[src/rtl/sccb_pkg.sv]
// Shared types and constants for the SCCB responder: FSM states, ID register
// locations/values, and register-file reset contents.
package sccb_pkg;

    typedef enum logic [3:0] {
        ST_IDLE,
        ST_DEV,
        ST_DEV_ACK,
        ST_SUB,
        ST_SUB_ACK,
        ST_WDATA,
        ST_WDATA_ACK,
        ST_RDATA,
        ST_RD_NA,
        ST_IGNORE
    } sccb_tgt_state_t;

    localparam logic [7:0] SCCB_PID_ADDR = 8'h0A;
    localparam logic [7:0] SCCB_PID_VAL  = 8'h76;
    localparam logic [7:0] SCCB_VER_ADDR = 8'h0B;
    localparam logic [7:0] SCCB_VER_VAL  = 8'h73;

    function automatic logic sccb_is_read_only(input logic [7:0] addr);
        return (addr == SCCB_PID_ADDR) || (addr == SCCB_VER_ADDR);
    endfunction

    function automatic logic [7:0] sccb_reg_init(input logic [7:0] addr);
        case (addr)
            SCCB_PID_ADDR: return SCCB_PID_VAL;
            SCCB_VER_ADDR: return SCCB_VER_VAL;
            default:       return 8'h00;
        endcase
    endfunction

endpackage

[src/rtl/sccb_edge_sync.sv]
// Synchronises sioc/siod and turns their transitions into start, stop,
// sioc-rise and sioc-fall pulses, all advancing on clk_en.
module sccb_edge_sync #(
    parameter int SYNC_STAGES = 2
) (
    input  logic clk,
    input  logic rst_n,
    input  logic clk_en,
    input  logic sioc_i,
    input  logic siod_i,
    output logic siod_o,
    output logic start_o,
    output logic stop_o,
    output logic rise_o,
    output logic fall_o
);

    logic [SYNC_STAGES-1:0] sioc_sync_q;
    logic [SYNC_STAGES-1:0] siod_sync_q;
    logic                   sioc_prev_q;
    logic                   siod_prev_q;
    logic                   sioc_s;
    logic                   siod_s;

    // Reset to the idle-bus level so leaving reset never looks like an edge.
    always_ff @(posedge clk or negedge rst_n) begin
        if (!rst_n) begin
            sioc_sync_q <= '1;
            siod_sync_q <= '1;
            sioc_prev_q <= 1'b1;
            siod_prev_q <= 1'b1;
        end else if (clk_en) begin
            sioc_sync_q <= {sioc_sync_q[SYNC_STAGES-2:0], sioc_i};
            siod_sync_q <= {siod_sync_q[SYNC_STAGES-2:0], siod_i};
            sioc_prev_q <= sioc_s;
            siod_prev_q <= siod_s;
        end
    end

    assign sioc_s  = sioc_sync_q[SYNC_STAGES-1];
    assign siod_s  = siod_sync_q[SYNC_STAGES-1];
    assign siod_o  = siod_s;
    assign start_o = sioc_s & sioc_prev_q & siod_prev_q & ~siod_s;
    assign stop_o  = sioc_s & sioc_prev_q & ~siod_prev_q & siod_s;
    assign rise_o  = sioc_s & ~sioc_prev_q;
    assign fall_o  = ~sioc_s & sioc_prev_q;

endmodule

[src/rtl/sccb_target.sv]
// SCCB responder with a 256x8 register file (0x0A/0x0B read-only ID bytes).
// Define SCCB_TARGET_AUTOINC_EN for sub-address auto-increment on bursts.
module sccb_target
    import sccb_pkg::*;
#(
    parameter logic [6:0] DEV_ADDR    = 7'h21,
    parameter int         SYNC_STAGES = 2
) (
    input  logic       clk,
    input  logic       rst_n,
    input  logic       clk_en,
    input  logic       sioc_i,
    input  logic       siod_i,
    output logic       siod_oe,
    output logic       wr_valid,
    output logic [7:0] wr_addr,
    output logic [7:0] wr_data,
    input  logic [7:0] dbg_addr,
    output logic [7:0] dbg_data,
    output logic       busy
);

`ifdef SCCB_TARGET_AUTOINC_EN
    localparam bit AUTOINC = 1'b1;
`else
    localparam bit AUTOINC = 1'b0;
`endif

    logic siod_s, ev_start, ev_stop, ev_rise, ev_fall;

    sccb_edge_sync #(.SYNC_STAGES(SYNC_STAGES)) u_sync (
        .clk     (clk),
        .rst_n   (rst_n),
        .clk_en  (clk_en),
        .sioc_i  (sioc_i),
        .siod_i  (siod_i),
        .siod_o  (siod_s),
        .start_o (ev_start),
        .stop_o  (ev_stop),
        .rise_o  (ev_rise),
        .fall_o  (ev_fall)
    );

    sccb_tgt_state_t state_q;
    logic [2:0]      bit_cnt_q;
    logic [7:0]      shift_q;
    logic [7:0]      ptr_q;
    logic            rd_q;
    logic            siod_oe_q;
    logic            wr_valid_q;
    logic [7:0]      wr_addr_q;
    logic [7:0]      wr_data_q;
    logic            busy_q;
    logic [7:0]      regs_q [256];

    logic [7:0] rx_byte;
    logic [7:0] tx_byte;
    logic       last_bit;

    assign rx_byte  = {shift_q[6:0], siod_s};
    assign tx_byte  = regs_q[ptr_q];
    assign last_bit = (bit_cnt_q == 3'd7);

    // Acks and read data change on sioc fall; bytes are sampled on sioc rise.
    // Each ACK state is left on the 9th rise, and the following state's first
    // fall either releases the line or drives the first read bit.
    always_ff @(posedge clk or negedge rst_n) begin
        if (!rst_n) begin
            state_q    <= ST_IDLE;
            bit_cnt_q  <= 3'd0;
            shift_q    <= 8'h00;
            ptr_q      <= 8'h00;
            rd_q       <= 1'b0;
            siod_oe_q  <= 1'b0;
            wr_valid_q <= 1'b0;
            wr_addr_q  <= 8'h00;
            wr_data_q  <= 8'h00;
            busy_q     <= 1'b0;
            for (int i = 0; i < 256; i++) regs_q[i] <= sccb_reg_init(8'(i));
        end else begin
            wr_valid_q <= 1'b0;
            if (clk_en) begin
                if (ev_start) begin
                    state_q   <= ST_DEV;
                    bit_cnt_q <= 3'd0;
                    siod_oe_q <= 1'b0;
                    busy_q    <= 1'b1;
                end else if (ev_stop) begin
                    state_q   <= ST_IDLE;
                    bit_cnt_q <= 3'd0;
                    siod_oe_q <= 1'b0;
                    busy_q    <= 1'b0;
                end else if (ev_fall) begin
                    case (state_q)
                        ST_DEV_ACK, ST_SUB_ACK, ST_WDATA_ACK: siod_oe_q <= 1'b1;
                        ST_RDATA: siod_oe_q <= ~tx_byte[3'd7 - bit_cnt_q];
                        default:  siod_oe_q <= 1'b0;
                    endcase
                end else if (ev_rise) begin
                    case (state_q)
                        ST_DEV, ST_SUB, ST_WDATA: begin
                            shift_q   <= rx_byte;
                            bit_cnt_q <= bit_cnt_q + 3'd1;
                            if (last_bit) begin
                                if (state_q == ST_DEV) begin
                                    rd_q    <= rx_byte[0];
                                    state_q <= (rx_byte[7:1] == DEV_ADDR) ? ST_DEV_ACK : ST_IGNORE;
                                end else if (state_q == ST_SUB) begin
                                    ptr_q   <= rx_byte;
                                    state_q <= ST_SUB_ACK;
                                end else begin
                                    if (!sccb_is_read_only(ptr_q)) begin
                                        regs_q[ptr_q] <= rx_byte;
                                        wr_valid_q    <= 1'b1;
                                        wr_addr_q     <= ptr_q;
                                        wr_data_q     <= rx_byte;
                                    end
                                    if (AUTOINC) ptr_q <= ptr_q + 8'd1;
                                    state_q <= ST_WDATA_ACK;
                                end
                            end
                        end
                        ST_DEV_ACK: begin
                            bit_cnt_q <= 3'd0;
                            state_q   <= rd_q ? ST_RDATA : ST_SUB;
                        end
                        ST_SUB_ACK: begin
                            bit_cnt_q <= 3'd0;
                            state_q   <= ST_WDATA;
                        end
                        ST_WDATA_ACK: begin
                            bit_cnt_q <= 3'd0;
                            state_q   <= AUTOINC ? ST_WDATA : ST_IGNORE;
                        end
                        ST_RDATA: begin
                            bit_cnt_q <= bit_cnt_q + 3'd1;
                            if (last_bit) state_q <= ST_RD_NA;
                        end
                        ST_RD_NA: begin
                            bit_cnt_q <= 3'd0;
                            if (siod_s) begin
                                state_q <= ST_IGNORE;
                            end else begin
                                state_q <= ST_RDATA;
                                if (AUTOINC) ptr_q <= ptr_q + 8'd1;
                            end
                        end
                        default: ;
                    endcase
                end
            end
        end
    end

    assign siod_oe  = siod_oe_q;
    assign wr_valid = wr_valid_q;
    assign wr_addr  = wr_addr_q;
    assign wr_data  = wr_data_q;
    assign busy     = busy_q;
    assign dbg_data = regs_q[dbg_addr];

endmodule
[config.mk]
export PLATFORM = sky130hd
export DESIGN_NAME = sccb_target
export DESIGN_NICKNAME = d
export VERILOG_FILES = /design/src/rtl/sccb_pkg.sv /design/src/rtl/sccb_edge_sync.sv /design/src/rtl/sccb_target.sv
export SDC_FILE = /design/constraint.sdc
export NUM_CORES = 2
export LEC_CHECK = 0
export ABC_AREA = 0
export BUFFER_PORTS_ARGS = -buffer_cell sky130_fd_sc_hd__buf_2
export CORE_ASPECT_RATIO = 0.8
export CORE_UTILIZATION = 55
export CTS_BUF_LIST = sky130_fd_sc_hd__clkbuf_4
export DETAILED_ROUTE_END_ITERATION = 6
export PLACE_DENSITY_LB_ADDON = 0.05
export SETUP_SLACK_MARGIN = 0.3
export SYNTH_ARGS = -nofsm -noshare
export SYNTH_HDL_FRONTEND = slang
export SYNTH_SLANG_ARGS = --single-unit
[constraint.sdc]
create_clock -name clk -period 5.09 [get_ports clk]
set_clock_uncertainty 0.2 [all_clocks]
set_input_delay 1.018 -clock clk [delete_from_list [all_inputs] [get_ports clk]]
set_output_delay 1.018 -clock clk [all_outputs]
set_load 0.05 [all_outputs]
==> metrics.txt <==
status finished with violations; failing checks setup timing; asr flop ratio synth 100%; Sink Count 2096; Synth area leaders dfrtp_1, mux4_2, mux2_2, mux2i_1, clkbuf_1; distinct cell type count of the synthesized netlist 75; DR WL/cell 39.2 um; worst vdd ir 0.000411 V; Pint 25.5 mW; power share of the clock group 41.6%; Total Wirelength 416000 um; Post-Synthesis Cells 7125; NetSw 11.1 mW; Sw Ratio 30.2%; drt drc 0; Rel. slew slack 5.83%; first-pass GRT wire length 589000 um; Final setup viols 8; sequence of cells on the critical path buf_8 > buf_12 > buf_12 > buf_4 > mux4_2 > mux4_2 > mux4_2 > mux4_2 > buf_8; power density over cell area 293 nW/um^2; core area 201000 um^2; yosys warns 0; final worst-path setup slack -0.538 ns; synthesized flop and latch total 2096; worst skew pair latency 1.41 ns; Root Driver clkbuf_4; most frequent cell on the critical path mux4_2; reg2reg end siod_oe; Starting Density 55.5%; Reg clk slew, reported paths 0.07 ns; fill count 15.3k; crit start category input port; leading area contributor after synthesis dfrtp_1; fmax 0.178 GHz; Worst Path Max Fanout 17; drt first pass iters 6; initial antenna violation count 35; vias per cell 7.17; die width 506 um; Yosys top cell area share 46.6%; synthesis-to-finish area growth 11.7%; commonest non-fill, non-tap cells in the layout dfrtp_1, mux2_2, mux4_2, clkbuf_4, buf_4; Fin. Hold Viols 0; worst hold slack 0.150 ns; Crit path required time 3.87 ns; chip height 405 um; RSZ-0062 raised after global routing true; Die Footprint 205000 um^2; combinational share of power 11.2%; R2R cell count 10; Max stage delay on crit path 0.63 ns; Reg2Reg Setup Slack 0.18 ns; Tot GR Track Use 41.1%; Max-Cap Viols 0; Final nets 7559; vias post-DR 76.1k; I/O pin cnt 40; largest net degree at the start of global routing 170; P_leak 57.2 nW; most common cell after layout, fill and taps aside dfrtp_1; H-tree depth 6; clock period minus worst slack 5.63 ns; CTS tree built; Synth Flop Type dfrtp_1; layout cell share with drive strength beyond 1 59.9%; vias in the first global route 75.3k; CP Class in -> out; Worst Setup End Kind primary output; Max Slew Vio Count 0; Post-DP HPWL 286000 um; r2r startpoint ptr_q[1]; CTS buffer count 558; Post-synth EDFFs 0; Max clock buf depth 4; crit path max-delay cell type mux4_2; port buffer count 39; Reg power frac 47.3%; HP Class in -> async; gr ovfl total 0; Mean Syn Cell Area 15.7 um^2; sequential element share of the synthesized area 46.9%; synthesized area 112000 um^2; Tcrit/Tclk final 111%; final core utilization 62.0%; Rows 147; Critical Path AT 4.41 ns; Setup Slack @ Placement -0.513 ns; Worst Tran Pin Value 1.39 ns; post-synth net total 7140; 1st-iter DRT viols 9401; routability congestion estimate 1.08; Antenna Nets Post-Route 0
-- state kept, by name, summed over array words and instances, names as in the netlist --
register	flops
u_sync.sioc_prev_q	1
wr_addr	8
wr_data	8
regs_q	2048
wr_valid	1
siod_oe	1
u_sync.siod_prev_q	1
bit_cnt_q	3
state_q	4
u_sync.siod_sync_q	2
u_sync.sioc_sync_q	2
rd_q	1
busy	1
shift_q	7
ptr_q	8
-- repair_timing --
item                       4_1_cts  5_1_grt
hold endpoints to repair       196        0
hold buffers                     6        0
resized for setup               27        3
setup endpoints to repair      172      118
buffers inserted                 9        3
-- worst max-delay path: cells and delay by family --
kind | cells | cell delay [ns]
buffers and inverters | 5 | 0.99
muxes | 4 | 2.33
-- Yosys cell counts (all sizes together) (31+ instances only) --
cell    number
dfrtp     2080
mux2      2061
mux4      1149
clkbuf     397
nand2      342
buf        262
mux2i      156
a22oi      106
nor2        80
nand3       78
a21oi       45
nor3        34
o21ai       31
-- per-stage QoR --
stage          setup TNS [ns]  instance area (um^2)  power, mW  std cells
2_1_floorplan               0                112000       19.6       7125
3_3_place_gp            -9.15                118000       21.5       9648
3_5_place_dp            -9.89                118000       21.6       9648
4_1_cts                 -4.01                125000       36.7      10600
5_1_grt                 -4.33                125000       37.8      10600
6_report                -3.88                125000       36.6      10600
-- power by group through the flow --
stage	clock, mW	combinational, mW	sequential (mW)
after floorplan	0	2.47	17.1
after global placement	0	3.95	17.6
after detailed placement	0	4.00	17.6
after CTS	15.4	4.01	17.3
after global routing	16.3	4.28	17.3
final	15.2	4.08	17.3
-- per-layer routing --
| metal | GRT usage, % | vias up | wire length (um) |
|---|---|---|---|
| li1 | - | 29200 | - |
| met1 | 56.2 | 41000 | 163000 |
| met2 | 55.4 | 4758 | 172000 |
| met3 | 17.0 | 1107 | 54300 |
| met4 | 22.6 | 44 | 26500 |
| met5 | 0.377 | - | 490 |
-- area by class of cell --
class	instances	area, um^2	area share [%]
sequential	2096	52500	42.1
clock inverter	107	721	0.577
multi-input combinational	4357	56700	45.4
antenna	17	42.5	0.0341
clock buffer	813	6100	4.89
tap	2682	3360	2.69
timing repair buffer	518	5340	4.28
inverter	13	51.3	0.0411
-- logic make-up (layout without fill, tap and decap cells) --
group / Yosys count / count (layout) / synth area share [%]
AOI/OAI and AO/OA: 335 / 335 / 2.16
xor gates and xnor gates: 2 / 2 / 0.0157
adders and majority gates: 2 / 2 / 0.0224
buffers and inverters: 672 / 1451 / 2.57
DFF: 2096 / 2096 / 46.9
muxes: 3366 / 3366 / 45.3
other: 0 / 17 / 0
and+or+nand+nor: 652 / 652 / 3.00
-- worst max-delay path by stage --
stage / from / end / slack, ns / depth (start not counted)
after floorplan: dbg_addr[1] / dbg_data[2] / 0.31 / 7
after global placement: dbg_addr[0] / dbg_data[2] / -0.49 / 9
after detailed placement: dbg_addr[0] / dbg_data[2] / -0.51 / 9
after CTS: regs_q[88] / dbg_data[0] / -0.53 / 5
after global routing: regs_q[549] / dbg_data[5] / -0.58 / 5
final: dbg_addr[0] / dbg_data[2] / -0.54 / 9
Note: power is estimated with default switching activity, not from simulation.
